<file path="src/rtl/mux_chk_pkg.sv">
// Shared types and constants for the 3:1 mux equivalence checker.
package mux_chk_pkg;

  localparam int VEC_W  = 5;
  localparam int LFSR_W = 16;

  // x^16 + x^14 + x^13 + x^11 + 1, right-shifting Galois form
  localparam logic [LFSR_W-1:0] LFSR_TAPS = 16'hB400;

  typedef enum logic [2:0] {
    ST_IDLE,
    ST_DRIVE,
    ST_SETTLE,
    ST_CHECK,
    ST_DONE
  } state_t;

  typedef struct packed {
    logic s1;
    logic s0;
    logic d2;
    logic d1;
    logic d0;
  } stim_t;

  function automatic logic [LFSR_W-1:0] lfsr_step(input logic [LFSR_W-1:0] s);
    return s[0] ? ((s >> 1) ^ LFSR_TAPS) : (s >> 1);
  endfunction

endpackage

</file>
<file path="src/rtl/mux_chk_lfsr.sv">
// 16-bit Galois LFSR with synchronous seed load and shift enable.
module mux_chk_lfsr
  import mux_chk_pkg::*;
#(
  parameter logic [LFSR_W-1:0] SEED = 16'hACE1
) (
  input  logic              clk,
  input  logic              rst,
  input  logic              load,
  input  logic              en,
  output logic [LFSR_W-1:0] state
);

  always_ff @(posedge clk or posedge rst) begin
    if (rst) begin
      state <= SEED;
    end else if (load) begin
      state <= SEED;
    end else if (en) begin
      state <= lfsr_step(state);
    end
  end

endmodule

</file>
<file path="config.mk">
export PLATFORM = sky130hd
export DESIGN_NAME = mux_chk_lfsr
export DESIGN_NICKNAME = d
export VERILOG_FILES = /design/src/rtl/mux_chk_pkg.sv /design/src/rtl/mux_chk_lfsr.sv
export SDC_FILE = /design/constraint.sdc
export NUM_CORES = 1
export LEC_CHECK = 0
export BUFFER_PORTS_ARGS = -buffer_cell sky130_fd_sc_hd__buf_2
export CAP_MARGIN = 40
export CORE_MARGIN = 1.5
export CORE_UTILIZATION = 27
export DETAILED_ROUTE_END_ITERATION = 16
export PLACE_DENSITY_LB_ADDON = 0.1
export SLEW_MARGIN = 30
export SYNTH_ARGS = -nofsm -noshare
export SYNTH_HDL_FRONTEND = slang
export SYNTH_SLANG_ARGS = --single-unit
</file>
<file path="constraint.sdc">
create_clock -name clk -period 2.67 [get_ports clk]
set_input_delay 0.4005 -clock clk [delete_from_list [all_inputs] [get_ports clk]]
set_output_delay 0.4005 -clock clk [all_outputs]
set_load 0.02 [all_outputs]
</file>
==> flow_metrics.env, run 1 <==
export IMPL_path_clk_slew_ps=90
export IMPL_top_usage_layer="met2"
export IMPL_tns_ps=0
export IMPL_cts_buffers=3
export IMPL_cp_max_fo=6
export IMPL_grt_pass1_vias=452
export IMPL_drt_iter0_drc=6
export IMPL_fmax_ghz=0.6709
export IMPL_startpoint="state[0]"
export IMPL_postCtsSetupBuffers=0
export IMPL_pin_count=20
export IMPL_cts_root_buf="clkbuf_4"
export IMPL_syn_nets=61
export IMPL_final_hold_viol_count=0
export IMPL_cp_start_kind="flop"
export IMPL_setup_violations=0
export IMPL_hp_class="primary input to asynchronous set/reset pin"
export IMPL_worstRegToRegCells=2
export IMPL_top_regs="state: 16 flops"
export IMPL_r2r_start="state[0]"
export IMPL_fp_dieArea_mm2=0.003027
export IMPL_cts_tree="yes"
export IMPL_rsz0062_at_grt="false"
export IMPL_crit_path_cell_trace="buf_2"
export IMPL_fin_crit_ps=1490
export IMPL_clockBufferDepth=2
export IMPL_gr_total_overflow=0
export IMPL_drc_errors=0
export IMPL_area_delta_synth_final_pct=17.47
export IMPL_dr_pass1_iters=4
export IMPL_maxSlewViolCount=0
export IMPL_synth_area_um2=730.7
export IMPL_drive_gt1_share_pct=55.26
export IMPL_routed_wl_mm=1.339
export IMPL_largest_register="state"
export IMPL_timing_final_ws_setup_ps=1180
export IMPL_powerDensity_mw_per_mm2=612.9
export IMPL_die_width_um=55.02
export IMPL_grtUsageMet2_pct=15.28
export IMPL_drv_cap=0
export IMPL_outcome="completed"
export IMPL_num_rows=18
export IMPL_fin_worst_skew_ps=0.8414
export IMPL_h_tree_depth=1
export IMPL_mostFrequentLayoutCells="buf_2, dfstp_2, dfrtp_1, mux2i_1, nor2_1"
export IMPL_place_ws_ps=1221
export IMPL_cpMaxStageDelayCell="dfstp_2"
export IMPL_routabilityCongestion=0.6183
export IMPL_die_y_um=55.02
export IMPL_placed_cells=102
export IMPL_crit_type="flop to output pin"
export IMPL_largest_reg_flops=16
export IMPL_grt_max_degree=25
export IMPL_grt_met3_usage_pct=4.839
export IMPL_fin_nets=81
export IMPL_slowest_delay_ps=620
export IMPL_post_dp_hpwl_um=852
export IMPL_cp_arrival_ps=1090
export IMPL_critPathTopFamily="flip-flops"
export IMPL_vias=477
export IMPL_grt_pass1_wl_mm=2.173
export IMPL_vias_per_cell=4.500
export IMPL_cts_hold_buf=0
export IMPL_cts_sinks=16
export IMPL_period_share_pct=55.82
export IMPL_power_static_leakage_nw=0.4117
export IMPL_ir_worst_vdd_v=0.0004911
export IMPL_ant_nets=0
export IMPL_netlist_area_leader_share_pct=28.77
export IMPL_cp_end_kind="output pin"
export IMPL_port_buffers=19
export IMPL_worstPathRequired_ps=2270
export IMPL_cp_num_buf_inv=1
export IMPL_yosys_top_cells_area="dfstp_2, dfrtp_1, mux2i_1"
export IMPL_final_common_cell="buf_2"
export IMPL_synth_distinct_cells=18
export IMPL_stdcell_count=106
export IMPL_yosys_area_top_type="dfstp_2"
export IMPL_grt_usage_pct=10.65
export IMPL_post_cts_resize_count=0
export IMPL_avgSynthCellArea_um2=12.82
export IMPL_seq_area_frac_synth_pct=56.16
export IMPL_whs_ps=179.5
export IMPL_routedWlPerCell_um=12.63
export IMPL_diodes=0
export IMPL_ys_ff_latch=16
export IMPL_met1_usage_pct=13.61
export IMPL_max_slew_margin_pct=58.02
export IMPL_core_area_mm2=0.002522
export IMPL_timing_critical_path_depth=1
export IMPL_yosysWarnings=0
export IMPL_synth_cells=57
export IMPL_clkLatencyLatePin_ps=280
export IMPL_tightestPinTransition_ps=629.0
export IMPL_antenna_found_initial=0
export IMPL_start_util_pct=28.97
[final timing paths]
check	endpoint	slack [ps]
min in group clk	state[4]	490
max in group asynchronous	state[8]	2090
worst max register to register	state[12]	1660
worst min-delay path	state[1]	180
worst min register to register	state[7]	520
worst max-delay path	state[0]	1180
[per-layer routing]
layer | part of all wire (%) | wire, um | up-vias
li1 | - | - | 230
met1 | 49 | 654 | 229
met2 | 44 | 594 | 16
met3 | 5.4 | 72 | 2
met4 | 1.3 | 17 | 0
met5 | 0 | 0 | -
[metrics by stage]
stage	cell area, um2	total power, mW	utilization (%)
6_report	858.3	0.5261	34.03
5_1_grt	858.3	0.5599	34.03
4_1_cts	858.3	0.5387	34.03
3_5_place_dp	822.0	0.3723	32.59
3_3_place_gp	822.0	0.3725	32.59
2_1_floorplan	730.7	0.3506	-
[area by class of cell]
class	instances	area, um2
fillers	268	1664
flip-flops and latches	16	410.4
multi-input cells	36	275.3
repair buffers	19	95.09
well taps	30	37.54
clock buffers	4	36.28
inverters	1	3.754
[cells by family after synthesis]
family / count (synthesis) / synth area share (%)
AND/OR/NAND/NOR: 17 / 13.36
flip-flops: 16 / 56.16
AO/OA/AOI/OAI: 9 / 11.13
multiplexers: 7 / 9.589
buffers and inverters: 5 / 6.164
XOR/XNOR: 3 / 3.597
[synthesized netlist by cell type (all sizes together)]
| cell | number |
|---|---|
| a211oi | 1 |
| a21oi | 2 |
| buf | 4 |
| and2b | 5 |
| mux2i | 7 |
| dfrtp | 8 |
| nor2 | 8 |
| nor3 | 2 |
| nor2b | 2 |
| a211o | 6 |
| inv | 1 |
| xnor2 | 3 |
| dfstp | 8 |
[power by group]
part	internal [mW]	switching (mW)
registers	0.265	0.0143
logic	0.0355	0.0513
clock network	0.0830	0.0766
No activity file was read; power rests on OpenSTA's default activity.
==> run 2: changes to the inputs <==
==> constraint.sdc (replaced) <==
create_clock -name clk -period 1.2 [get_ports clk]
set_input_delay 0.18 -clock clk [delete_from_list [all_inputs] [get_ports clk]]
set_output_delay 0.18 -clock clk [all_outputs]
set_load 0.02 [all_outputs]
==> run 2 against run 1 <==
Clock power rose by 84%. Design area is 7.6% higher. Count of clock-buffer cells in the layout unchanged. Non-clock buffer count up 6. Largest cell class unchanged.
==> flow_metrics.env, run 2 (synthesized netlist as in run 1, its figures left out) <==
export IMPL_port_buffers=19
export IMPL_post_dp_hpwl_um=960.4
export IMPL_drive_gt1_share_pct=56.10
export IMPL_swShare_pct=27.78
export IMPL_holdPathStages=2
export IMPL_num_rows=18
export IMPL_pin_count=20
export IMPL_powerDensity_mw_per_mm2=1240
export IMPL_gr_total_overflow=0
export IMPL_clockBufferDepth=2
export IMPL_vias_per_cell=4.455
export IMPL_diodes=0
export IMPL_largest_register="state"
export IMPL_crit_type="flop to output pin"
export IMPL_cellInternalPower_mw=0.8266
export IMPL_power_mw=1.145
export IMPL_cts_root_buf="clkbuf_4"
export IMPL_tightestPinTransition_ps=331.5
export IMPL_place_ws_ps=174.4
export IMPL_area_delta_synth_final_pct=26.37
export IMPL_fin_crit_ps=1163
export IMPL_tns_ps=0
export IMPL_rsz0062_at_grt="false"
export IMPL_routed_wl_mm=1.402
export IMPL_max_slew_margin_pct=77.90
export IMPL_placed_cells=105
export IMPL_r2r_end="state[12]"
export IMPL_r2r_start="state[0]"
export IMPL_cts_buffers=3
export IMPL_fp_dieArea_mm2=0.003027
export IMPL_slowest_delay_ps=560
export IMPL_place_area_um2=844.6
export IMPL_holdPathEnd="state[1]"
export IMPL_cpMaxStageDelayCell="dfstp_2"
export IMPL_stdcell_count=112
export IMPL_antenna_found_initial=0
export IMPL_outcome="completed"
export IMPL_cp_start_kind="flop"
export IMPL_routedWlPerCell_um=12.52
export IMPL_maxSlewViolCount=0
export IMPL_num_fill_cells=282
export IMPL_cp_arrival_ps=980
export IMPL_routabilityCongestion=0.6306
export IMPL_cts_tree="yes"
export IMPL_startpoint="state[11]"
export IMPL_grt_pass1_vias=464
export IMPL_setup_violations=0
export IMPL_start_util_pct=28.97
export IMPL_core_area_mm2=0.002522
export IMPL_final_hold_viol_count=0
export IMPL_h_tree_depth=1
export IMPL_seq_power_share_pct=54.1
export IMPL_mostFrequentLayoutCells="buf_2, buf_4, dfstp_2, dfrtp_1"
export IMPL_vias=499
export IMPL_power_static_leakage_nw=0.4478
export IMPL_power_frac_clock_pct=25.8
export IMPL_r2r_slack_ps=160
export IMPL_worstRegToRegCells=3
export IMPL_fin_area_um2=923.4
export IMPL_cp_end_kind="output pin"
export IMPL_ant_nets=0
export IMPL_grt_pass1_wl_mm=2.304
export IMPL_cp_max_fo=3
export IMPL_fmax_ghz=0.8597
export IMPL_grt_usage_pct=11.03
export IMPL_fin_nets=87
export IMPL_period_share_pct=96.94
export IMPL_grt_max_degree=18
export IMPL_p_comb_share_pct=20.1
export IMPL_clkLatencyLatePin_ps=280
export IMPL_cts_sinks=16
export IMPL_fin_worst_skew_ps=3.435
export IMPL_dr_pass1_iters=4
export IMPL_cp_num_buf_inv=1
export IMPL_ir_worst_vdd_v=0.0006760
export IMPL_drt_iter0_drc=10
export IMPL_power_switching_mw=0.3180
export IMPL_path_clk_slew_ps=90
export IMPL_timing_final_ws_setup_ps=36.78
export IMPL_largest_reg_flops=16
export IMPL_drv_cap=0
export IMPL_top_regs="state: 16 flops"
export IMPL_crit_path_cell_trace="buf_4"
export IMPL_drc_errors=0
export IMPL_die_y_um=55.02
export IMPL_hold_start="load"
export IMPL_hp_class="primary input to flop"
export IMPL_critPathTopFamily="flip-flops"
export IMPL_die_width_um=55.02
export IMPL_worstPathRequired_ps=1020
## run 2: stage by stage
| step | util [%] | hold WS [ps] |
|---|---|---|
| after floorplan | - | 88.01 |
| final | 36.61 | 273.3 |
| after CTS | 35.42 | 259.6 |
| after global placement | 33.48 | 197.2 |
| after global routing | 36.61 | 275.8 |
| after detailed placement | 33.48 | 210.2 |
## run 2: power groups by stage
stage | Combinational [mW] | Sequential [mW] | Clock [mW]
final | 0.230 | 0.620 | 0.295
after global routing | 0.252 | 0.627 | 0.340
after CTS | 0.218 | 0.620 | 0.317
after detailed placement | 0.205 | 0.632 | 0
after global placement | 0.204 | 0.632 | 0
after floorplan | 0.107 | 0.674 | 0
## run 2: final cells by class
cell class	instances	area [um2]	share of cell area [%]
sequential	16	410.4	44.44
multi-input combinational	36	275.3	29.81
tap	30	37.54	4.065
clock buffer	4	26.28	2.846
inverter	1	3.754	0.4065
timing repair buffer	25	170.2	18.43
## run 2: repair_timing
item	in CTS	in global routing
gates resized for setup	2	8
hold buffers	1	0
pin swaps	0	0
endpoints found under the setup margin	3	7
hold endpoints to repair	8	0
setup buffers	1	1
## run 2: worst max path at each step
stage                           end  slack, ps  cells past startpoint
after floorplan           state[12]        190                      2
after global placement     state[7]        190                      3
after detailed placement   state[7]        170                      3
after CTS                 state[13]        0.7                      1
after global routing      state[11]          2                      1
final                     state[11]         40                      1
## run 2: worst reg2reg max path, cell delays in order (launching register included)
cell      delay, ps
dfstp_2         540
buf_4           140
xnor2_1          80
a211oi_2        210
## run 2: per-layer routing
| metal | share of wire, % | track usage [%] | vias up | wire (um) |
|---|---|---|---|---|
| li1 | - | - | 244 | - |
| met2 | 44 | 15.67 | 13 | 623 |
| met3 | 4.9 | 4.032 | 2 | 68 |
| met5 | 0 | 0 | - | 0 |
| met1 | 50 | 15.38 | 240 | 695 |
| met4 | 1.0 | 3.659 | 0 | 14 |
==> run 3: changes to the inputs <==
--- a/config.mk
+++ b/config.mk
@@ -9,7 +9,9 @@
 export CAP_MARGIN = 40
 export CORE_MARGIN = 1.5
 export CORE_UTILIZATION = 27
+export CTS_BUF_LIST = sky130_fd_sc_hd__clkbuf_16
 export DETAILED_ROUTE_END_ITERATION = 16
+export GPL_TIMING_DRIVEN = 0
 export PLACE_DENSITY_LB_ADDON = 0.1
 export SLEW_MARGIN = 30
 export SYNTH_ARGS = -nofsm -noshare
==> run 3 against run 2 <==
Clock power increased by 120%. Non-clock buffer count decreased by 2. Sequential cell count unchanged. Final cell count decreased by 1.8%. Clock skew decreased by 1.8 ps. Fmax increased by 2.5%.
==> flow_metrics.env, run 3 (synthesized netlist as in run 1, its figures left out) <==
export IMPL_fin_worst_skew_ps=1.640
export IMPL_h_tree_depth=1
export IMPL_cpMaxStageDelayCell="dfstp_2"
export IMPL_antenna_found_initial=0
export IMPL_final_hold_viol_count=0
export IMPL_place_ws_ps=192.1
export IMPL_tightestPinTransition_ps=640.4
export IMPL_vias=496
export IMPL_swShare_pct=24.23
export IMPL_tns_ps=0
export IMPL_path_clk_slew_ps=50
export IMPL_ant_nets=0
export IMPL_dr_pass1_iters=3
export IMPL_period_share_pct=94.60
export IMPL_drive_gt1_share_pct=56.25
export IMPL_maxSlewViolCount=0
export IMPL_power_switching_mw=0.3602
export IMPL_fin_nets=85
export IMPL_vias_per_cell=4.509
export IMPL_powerDensity_mw_per_mm2=1574
export IMPL_cts_root_buf="clkbuf_16"
export IMPL_final_common_cell="buf_2"
export IMPL_cp_start_kind="flop"
export IMPL_top_regs="state: 16 flops"
export IMPL_seq_area_um2=410.4
export IMPL_grt_pass1_vias=518
export IMPL_hp_class="primary input to asynchronous set/reset pin"
export IMPL_num_fill_cells=264
export IMPL_die_width_um=55.02
export IMPL_ir_worst_vdd_v=0.001317
export IMPL_slowest_delay_ps=550
export IMPL_postLayoutCoreUtil_pct=37.45
export IMPL_clockBufferDepth=2
export IMPL_cellInternalPower_mw=1.127
export IMPL_cp_num_buf_inv=1
export IMPL_timing_final_ws_setup_ps=64.76
export IMPL_grt_pass1_wl_mm=2.504
export IMPL_drc_errors=0
export IMPL_drt_iter0_drc=4
export IMPL_post_dp_hpwl_mm=1.010
export IMPL_routedWlPerCell_um=13.90
export IMPL_post_cts_resize_count=0
export IMPL_max_slew_margin_pct=57.26
export IMPL_port_buffers=18
export IMPL_multi_input_area_um2=275.3
export IMPL_worstPathRequired_ps=1020
export IMPL_cts_tree="yes"
export IMPL_crit_path_cell_trace="buf_2"
export IMPL_fmax_ghz=0.8809
export IMPL_clkLatencyLatePin_ps=240
export IMPL_power_static_leakage_nw=0.4569
export IMPL_setup_violations=0
export IMPL_pin_count=20
export IMPL_largest_register="state"
export IMPL_cts_sinks=16
export IMPL_outcome="completed"
export IMPL_diodes=0
export IMPL_mostFrequentLayoutCells="buf_2, dfstp_2, dfrtp_1, mux2i_1, nor2_1"
export IMPL_fin_crit_ps=1135
export IMPL_largest_reg_flops=16
export IMPL_num_rows=18
export IMPL_power_frac_clock_pct=43.8
export IMPL_grt_usage_pct=12.67
export IMPL_p_comb_share_pct=14.5
export IMPL_cp_arrival_ps=960
export IMPL_cts_buffers=3
export IMPL_cp_max_fo=3
export IMPL_fp_dieArea_mm2=0.003027
export IMPL_gr_total_overflow=0
export IMPL_critPathTopFamily="flip-flops"
export IMPL_rsz0062_at_grt="false"
export IMPL_routabilityCongestion=0.6264
export IMPL_crit_type="flop to output pin"
export IMPL_routed_wl_mm=1.529
export IMPL_area_delta_synth_final_pct=29.28
export IMPL_seq_power_share_pct=41.7
export IMPL_drv_cap=0
export IMPL_die_y_um=55.02
export IMPL_cp_end_kind="output pin"
export IMPL_grt_max_degree=17
export IMPL_core_area_mm2=0.002522
export IMPL_start_util_pct=28.97
## run 3: cell count changes in the layout (fill, tap and decap cells not counted), moves of 3 or more
cell | previous run | this run
buf_4 | 11 | 1
clkbuf_16 | 0 | 3
buf_2 | 11 | 20
clkbuf_4 | 3 | 0
## run 3: worst paths after layout
check                           startpoint         to  slack (ps)  cells past startpoint
worst max-delay path             state[13]  state[13]          60                      1
worst min-delay path                   rst   state[3]          10                      2
worst max register to register    state[0]  state[12]         150                      3
worst min register to register    state[8]   state[7]         520                      1
max in group asynchronous              rst  state[14]         780                      2
min in group clk                      load   state[7]         250                      2
## run 3: repair_timing
item | in CTS | in global routing
hold buffers | 0 | 0
endpoints found under the setup margin | 1 | 0
setup buffers | 1 | 0
## run 3: metal layers
metal | wire, um | global-route usage, % | up-vias
met3 | 92 | 5.645 | 2
met2 | 640 | 18.45 | 16
met1 | 779 | 16.39 | 237
li1 | - | - | 241
met4 | 16 | 4.878 | 0
met5 | 0 | 0 | -
## run 3: final cells by class
class / instances / area share (%)
tap: 30 / 3.974
clock inverter: 1 / 0.3974
buffer: 4 / 4.371
clock buffer: 3 / 7.947
inverter: 1 / 0.3974
timing repair buffer: 19 / 10.33
sequential: 16 / 43.44
multi-input combinational: 36 / 29.14
## run 3: stage by stage
| step | power [mW] | cell area (um2) | hold slack [ps] | instances |
|---|---|---|---|---|
| CTS | 1.515 | 944.7 | 30.73 | 110 |
| floorplan | 0.7802 | 730.7 | 88.01 | 57 |
| detailed placement | 0.8445 | 858.3 | 295.2 | 105 |
| global placement | 0.8438 | 858.3 | 294.7 | 105 |
| finish | 1.487 | 944.7 | 11.91 | 110 |
| global route | 1.564 | 944.7 | 62.51 | 110 |
## run 3: power groups by stage
stage	Sequential, mW	Clock [mW]	Combinational, mW
floorplan	0.674	0	0.107
global placement	0.632	0	0.212
detailed placement	0.633	0	0.211
CTS	0.621	0.673	0.220
global route	0.626	0.701	0.237
finish	0.620	0.651	0.216
